### src/rtl/pdm_speaker.sv
// PCM-to-PDM transmit path: sample FIFO drained at the audio rate feeding a
// first-order sigma-delta modulator clocked by a divided 50% duty bit clock.
module pdm_speaker #(
    parameter int unsigned SAMPLE_DEPTH     = 16,
    parameter int unsigned FIFO_DEPTH       = 4,
    parameter int unsigned INPUT_FREQUENCY  = 12000000,
    parameter int unsigned PDM_FREQUENCY    = 1000000,
    parameter int unsigned SAMPLE_FREQUENCY = 8000
) (
    input  logic                          clk,
    input  logic                          rst,
    input  logic [SAMPLE_DEPTH-1:0]       audio,
    input  logic                          audio_valid,
    output logic                          audio_ready,
    input  logic                          mute,
    output logic                          pdm_clk,
    output logic                          pdm_data,
    output logic [$clog2(FIFO_DEPTH):0]   fifo_level,
    output logic                          underrun
);

    localparam int unsigned N      = SAMPLE_DEPTH;
    localparam int unsigned DIV    = INPUT_FREQUENCY / PDM_FREQUENCY;
    localparam int unsigned SDIV   = PDM_FREQUENCY / SAMPLE_FREQUENCY;
    localparam int unsigned DIV_W  = $clog2(DIV);
    localparam int unsigned SDIV_W = (SDIV > 1) ? $clog2(SDIV) : 1;
    localparam int unsigned PTR_W  = $clog2(FIFO_DEPTH);
    localparam int unsigned LVL_W  = PTR_W + 1;

    localparam logic [DIV_W-1:0]  DIV_LAST  = DIV_W'(DIV - 1);
    localparam logic [DIV_W-1:0]  DIV_HALF  = DIV_W'(DIV / 2);
    localparam logic [SDIV_W-1:0] SDIV_LAST = SDIV_W'(SDIV - 1);
    localparam logic [LVL_W-1:0]  LVL_FULL  = LVL_W'(FIFO_DEPTH);
    localparam logic [N-1:0]      MID_SCALE = {1'b1, {(N-1){1'b0}}};

    logic [DIV_W-1:0]  bit_div_q,  bit_div_d;
    logic [SDIV_W-1:0] samp_div_q, samp_div_d;
    logic [N-1:0]      acc_q,      acc_d;
    logic [N-1:0]      cur_q,      cur_d;
    logic [PTR_W-1:0]  wr_ptr_q,   wr_ptr_d;
    logic [PTR_W-1:0]  rd_ptr_q,   rd_ptr_d;
    logic [LVL_W-1:0]  level_q,    level_d;
    logic              pdm_q,      pdm_d;
    logic              underrun_q, underrun_d;
    logic [N-1:0]      mem_q [FIFO_DEPTH];

    logic              step_c;
    logic              load_c;
    logic              empty_c;
    logic              full_c;
    logic              push_c;
    logic              pop_c;
    logic [N-1:0]      u_c;
    logic [N:0]        sum_c;

    // Event decode from registered state; step is the last high cycle of pdm_clk.
    always_comb begin
        step_c  = (bit_div_q == DIV_HALF);
        load_c  = step_c && (samp_div_q == '0);
        empty_c = (level_q == '0);
        full_c  = (level_q == LVL_FULL);
        push_c  = audio_valid && !full_c;
        pop_c   = load_c && !empty_c;
        u_c     = mute ? MID_SCALE : {~cur_q[N-1], cur_q[N-2:0]};
        sum_c   = {1'b0, acc_q} + {1'b0, u_c};
    end

    always_comb begin
        bit_div_d  = (bit_div_q == '0) ? DIV_LAST : bit_div_q - DIV_W'(1);
        samp_div_d = samp_div_q;
        acc_d      = acc_q;
        pdm_d      = pdm_q;
        cur_d      = cur_q;
        underrun_d = 1'b0;
        wr_ptr_d   = wr_ptr_q;
        rd_ptr_d   = rd_ptr_q;
        level_d    = level_q;

        if (step_c) begin
            samp_div_d = (samp_div_q == '0) ? SDIV_LAST : samp_div_q - SDIV_W'(1);
            acc_d      = sum_c[N-1:0];
            pdm_d      = sum_c[N];
        end

        // A load with an empty FIFO keeps the old sample; a same-cycle push lands after.
        if (load_c && empty_c) begin
            underrun_d = 1'b1;
        end
        if (pop_c) begin
            cur_d    = mem_q[rd_ptr_q];
            rd_ptr_d = rd_ptr_q + PTR_W'(1);
        end
        if (push_c) begin
            wr_ptr_d = wr_ptr_q + PTR_W'(1);
        end

        case ({push_c, pop_c})
            2'b10:   level_d = level_q + LVL_W'(1);
            2'b01:   level_d = level_q - LVL_W'(1);
            default: level_d = level_q;
        endcase
    end

    always_ff @(posedge clk) begin
        if (!rst) begin
            bit_div_q  <= DIV_LAST;
            samp_div_q <= SDIV_LAST;
            acc_q      <= '0;
            cur_q      <= '0;
            wr_ptr_q   <= '0;
            rd_ptr_q   <= '0;
            level_q    <= '0;
            pdm_q      <= 1'b0;
            underrun_q <= 1'b0;
        end else begin
            bit_div_q  <= bit_div_d;
            samp_div_q <= samp_div_d;
            acc_q      <= acc_d;
            cur_q      <= cur_d;
            wr_ptr_q   <= wr_ptr_d;
            rd_ptr_q   <= rd_ptr_d;
            level_q    <= level_d;
            pdm_q      <= pdm_d;
            underrun_q <= underrun_d;
        end
    end

    // Sample storage carries no reset; the pointers define what is valid.
    always_ff @(posedge clk) begin
        if (rst && push_c) begin
            mem_q[wr_ptr_q] <= audio;
        end
    end

    assign audio_ready = !full_c;
    assign pdm_clk     = (bit_div_q >= DIV_HALF);
    assign pdm_data    = pdm_q;
    assign fifo_level  = level_q;
    assign underrun    = underrun_q;

endmodule

### config.mk
export PLATFORM = sky130hd
export DESIGN_NAME = pdm_speaker
export DESIGN_NICKNAME = d
export VERILOG_FILES = /design/src/rtl/pdm_speaker.sv
export SDC_FILE = /design/constraint.sdc
export NUM_CORES = 1
export LEC_CHECK = 0
export ABC_AREA = 0
export BUFFER_PORTS_ARGS = -buffer_cell sky130_fd_sc_hd__buf_2
export CAP_MARGIN = 0
export CORE_UTILIZATION = 55
export DETAILED_ROUTE_END_ITERATION = 8
export PLACE_DENSITY_LB_ADDON = 0.2
export SYNTH_ARGS = -nofsm -noshare
export SYNTH_HDL_FRONTEND = slang
export SYNTH_SLANG_ARGS = --single-unit
### constraint.sdc
create_clock -name clk -period 2.6 [get_ports clk]
set_input_delay 0.26 -clock clk [delete_from_list [all_inputs] [get_ports clk]]
set_output_delay 0.26 -clock clk [all_outputs]
set_load 0.01 [all_outputs]
After elaboration in Yosys (flattened, before gate mapping)
Memories as Yosys holds them, arrays and structs flattened. A register that Yosys moved wholly into a read port is not among the register bits.
Cells that the tools add are included.
Cells by class
  bitwise operators: 2
  add/subtract/negate cells: 7
  order comparisons: 1
  multiplexer cells: 6
  eq/ne operators: 4
  reductions and logical operators: 13
Operators with widths (number)
  16-bit by 16-bit adder with 17-bit output: 1
  16-bit 2-to-1 mux: 1
  7-bit logical NOT: 1
  7-bit 2-to-1 mux: 1
  7-bit by 1-bit subtractor with 7-bit output (second input constant): 1
  3-bit case mux with 2 select lines: 1
  1-bit logical AND: 5
  2-bit by 1-bit adder with 2-bit output (second input constant): 2
  4-bit by 3-bit equality test with 1-bit output (second input constant): 1
  4-bit by 3-bit >= comparator with 1-bit output (second input constant): 1
  4-bit logical NOT: 1
  4-bit by 1-bit subtractor with 4-bit output (second input constant): 1
  3-bit by 1-bit adder with 3-bit output (second input constant): 1
  3-bit equality test (second input constant): 1
  1-bit logical NOT: 3
  3-bit logical NOT: 1
  1-bit 2-to-1 mux: 3
  3-bit by 1-bit subtractor with 3-bit output (second input constant): 1
  2-bit by 1-bit equality test with 1-bit output (second input constant): 1
  2-bit equality test (second input constant): 1
  1-bit NOT: 2
  2-bit nonzero test: 1
  2-bit OR reduction: 1
Word-level totals
  bits in registers: 36
  memories kept: 1
  word-level logic and storage cells: 42
  output and inout port bits: 7
  RAM bits: 64
  input bits: 20
Memories
  mem_q: depth 4, width 16, read ports 1, clocked after Yosys merged registers in 1, write ports 1, line 45  | logic [N-1:0] mem_q [FIFO_DEPTH];

Logic depth before layout (Yosys ltp)
  depth after elaboration: 6
  mapped depth: 12
  depth with buffers taken out: 12

Least setup slack after synthesis
No wires, ideal clock.
  path kind: flip-flop to flip-flop
  start: register bit_div_q[0]
  end: register level_q[2], in the netlist fifo_level[2]
  clock period less this slack: 2.357 ns
  slack: 0.243 ns
  cell stages (with the launch flop): 13
  arrival time: 2.286 ns
  path buffers: 0
  path through: dfxtp_1 > inv_1 > ha_1 > nand3b_1 > nor2_1 > nand2b_2 > nor2_1 > ha_1 > inv_1 > fa_1 > xor2_1 > or3_1 > a21oi_1
On the way
  word-level cells in the longest chain between the ends: 5
  elaborated cells on any way between the ends: 7
  those cells by class: eq/ne: 3; mux: 1; reduce/logical: 3
Ends and longest elaborated chain
  from (decl): line 36  | logic [DIV_W-1:0] bit_div_q, bit_div_d;
  from (signal assigned): line 116  | bit_div_q <= bit_div_d;
  4-bit by 3-bit equality test with 1-bit output (*): line 58  | step_c = (bit_div_q == DIV_HALF);
  1-bit logical AND (*): line 59  | load_c = step_c && (samp_div_q == '0);
  1-bit logical AND (*): line 63  | pop_c = load_c && !empty_c;
  net pop_c: line 52  | logic pop_c;
  2-bit by 1-bit equality test with 1-bit output or 2-bit equality test (tied branches): line 97  | case ({push_c, pop_c})
  3-bit case mux with 2 select lines or 2-bit nonzero test (tied branches)
  to (signal assigned): line 122  | level_q <= level_d;
  to (decl): line 42  | logic [LVL_W-1:0] level_q, level_d;
Mark *: on every way through the listed nets, which the timed path passes. The rest lies on a longest branch.
A chain may end at the register's enable or synchronous reset.

Worst setup path in the final report
Ends and elaborated chain as after synthesis.

==> out/results.ini <==
[timing]
report.final.setup_viol = 0
layout_min_cycle_time_ns = 2.402
clock.fmax_ghz = 0.4163
slew_viol_final = 0
rsz0062_at_grt = no
worst_hold_margin_ns = 0.1236
tightest_slew_ns = 0.4217
finalCritPeriodShare = 0.9239
count_of_endpoints_failing_hold_in_the_final_timing_report = 0
setup-tns-final_ns = 0
maxSlewHeadroom = 0.7189
timing.clock.skew_ns = 0.009491

[route]
detail_route.iter0.violations = 143
drt_wl_total_um = 10700
detail_route.first_pass.iterations = 4
avgViaCountPerCell = 5.415
ant_nets = 0
wire_per_inst_um = 16.62
route.vias.total = 3487
detail_route.drc_violations = 0

[synthesis]
yosys_warnings = 0
sequential_fraction_of_the_synthesis_area = 0.5513
synthCells = 449
synthFlopType = edfxtp_1
syn-num-nets = 496
asr_flop_ratio_synth = 0
synthesis.area_per_instance_um2 = 11.97
synth_cell_types = 55
synth_edf_count = 64
cell_area_after_technology_mapping_um2 = 5374
postSynthRegisterBits = 116

[run]
drv.max_cap_violation_count = 0

[place]
io_buffer_count = 26
placed_cells = 596
place_congestion = 0.8635
detailed_placement_wirelength_estimate_um = 6321

[global_routing]
grt_first_pass_wirelength_um = 17710
total_congestion_overflow_after_global_routing = 0
grt_start_max_net_pins = 26
grt_use_total = 0.2380
antenna_violations_before_repair = 0
via_count_of_the_first_global_routing_pass = 3605

[clock_network]
clock-sinks = 116
cts-htree-levels = 4
path_clk_slew_ns = 0.06
clock_latency_late_sink_ns = 0.52
tritoncts = yes
cts_inserted_buffers = 17
cts.path.max_buffers = 2
cts-root-buf = clkbuf_8

[floorplan]
die_width_um = 100.8
floorplan.initialDensity = 0.5734
floorplan.io_pins = 27
std_cell_rows = 35
chipHeight_um = 100.8
core_area_um2 = 9371
fp.dieArea_um2 = 10170

[setup_path]
critPathKind = reg -> reg
timing.critical_path.from_type = register
worst_r2r_startpoint = bit_div_q[0]
critical_path_peak_fanout = 4
critPathCaptureType = register
worst-endpoint-required_ns = 3.05
worst-endpoint-arrival_ns = 2.85
setup.worst_path.start = bit_div_q[0]

[final_layout]
final_util = 0.6893
nets = 549
flow.area_growth_from_synthesis_pct = 20.21
layoutNonFillerInstCount = 644
share_of_cells_above_drive_strength_1 = 0.2252
num-fill-cells = 677
antennaDiodeCount = 0

[pwr]
power_per_cell_area_nw_per_um2 = 736.8
vdd_drop_max_uv = 599.9
static-leakage-power_uw = 0.002435

[outcome]
run_status = finished clean

[worst_hold_path]
worst_hold_startpoint = rst
timing.hold.worst.class = in -> reg

path summary, 6_finish.rpt:
check | cells past startpoint | slack [ns] | to
worst min register to register | 2 | 0.45 | cur_q[5]
worst min-delay path | 2 | 0.12 | bit_div_q[3]
worst max register to register | 12 | 0.20 | fifo_level[2]
worst max-delay path | 12 | 0.20 | fifo_level[2]
layer usage:
metal	GRT usage	vias up	share of wire
met5	0	-	0
met4	0.1104	0	0.020
met3	0.03745	17	0.026
met2	0.4226	56	0.51
met1	0.2842	1680	0.44
li1	-	1734	-
critical path: stages (launching register included):
cell      delay (ns)
dfxtp_1         0.32
inv_1           0.08
ha_1            0.18
nand3b_1        0.12
nor2_2          0.19
nand2b_2        0.11
nor2_1          0.11
ha_1            0.19
inv_1           0.06
fa_1            0.37
xor2_1          0.16
or3_1           0.30
a21oi_1         0.15
per-stage QoR:
| step | setup slack (ns) | total power (µW) | area [µm²] |
|---|---|---|---|
| after floorplan | 0.2434 | 2112 | 5374 |
| after global placement | 0.2374 | 2164 | 5640 |
| after detailed placement | 0.1383 | 2172 | 5640 |
| after CTS | 0.1236 | 4783 | 6457 |
| after global routing | 0.05030 | 4889 | 6460 |
| final | 0.1978 | 4760 | 6460 |
power by group:
part / internal [µW] / switching [µW] / total, µW
clock network: 1690 / 918 / 2600
logic: 69.3 / 91.0 / 160
registers: 1970 / 21.2 / 2000
total: 3730 / 1030 / 4760
synth_stat cells, types with 2 or more instances:
cell type	instances	share of area
or3_1	3	0.0035
o21ai_1	8	0.0075
a211oi_1	3	0.0042
and2_1	3	0.0035
nand2_2	9	0.010
a21oi_1	27	0.025
nor2b_1	15	0.017
o211ai_1	3	0.0042
nand2b_1	4	0.0047
nor2_1	21	0.015
edfxtp_1	64	0.36
a21o_1	9	0.013
a221o_1	2	0.0037
inv_1	13	0.0091
clkbuf_1	8	0.0056
nand3b_1	3	0.0042
mux4_2	16	0.067
dfxtp_1	52	0.19
ha_1	25	0.058
buf_1	3	0.0021
o22ai_1	3	0.0035
buf_2	4	0.0037
nor3_1	2	0.0019
a31o_1	3	0.0049
a21oi_2	10	0.016
xor2_1	8	0.013
xnor2_1	12	0.020
nand2_1	59	0.041
and3_1	8	0.0093
o21ai_0	4	0.0037
buf_4	2	0.0028
nand3_1	19	0.018
fa_1	2	0.0075
flip-flops by register name, indices dropped and copies added (netlist names), 2 cells and up:
register and cells:
cur_q 16, wr_ptr_q 2, bit_div_q 4, samp_div_q 7, fifo_level 3, rd_ptr_q 2, acc_q 16, mem_q 64
cells in the final DEF (no fill, tap or decap), drive strengths merged, types with 16 or more instances in the layout:
| master | count |
|---|---|
| nand2 | 69 |
| edfxtp | 64 |
| dfxtp | 52 |
| a21oi | 37 |
| buf | 37 |
| ha | 25 |
| nor2 | 21 |
| inv | 20 |
| nand3 | 19 |
| clkbuf | 17 |
| mux4 | 16 |
| dlygate4sd3 | 16 |
layout make-up:
type	instances	area (µm²)	area share
Clock buffer	17	414.1	0.06411
Inverter	13	48.80	0.007554
Timing Repair Buffer	53	372.9	0.05772
Clock inverter	15	242.7	0.03758
Tap cell	129	161.4	0.02499
Sequential cell	116	2963	0.4586
Multi-Input combinational cell	301	2257	0.3494
kinds of logic (layout without fill, tap and decap cells):
logic type               count (synthesis)  in the layout  synth area share
buffers and inverters                   32             98           0.02910
AO/OA/AOI/OAI                           81             81            0.1020
AND/OR/NAND/NOR                        156            156            0.1502
flip-flops                             116            116            0.5513
multiplexers                            17             17           0.06915
adder cells (fa/ha/maj)                 27             27           0.06566
XOR/XNOR                                20             20           0.03260
timing repair:
item | 4_1_cts | 5_1_grt
gates resized for setup | 0 | 1
endpoints found under the hold margin | 64 | 0
buffers inserted | 0 | 0
hold buffers | 16 | 0
endpoints found under the setup margin | 0 | 1
Note: power is estimated with default switching activity, not from simulation.
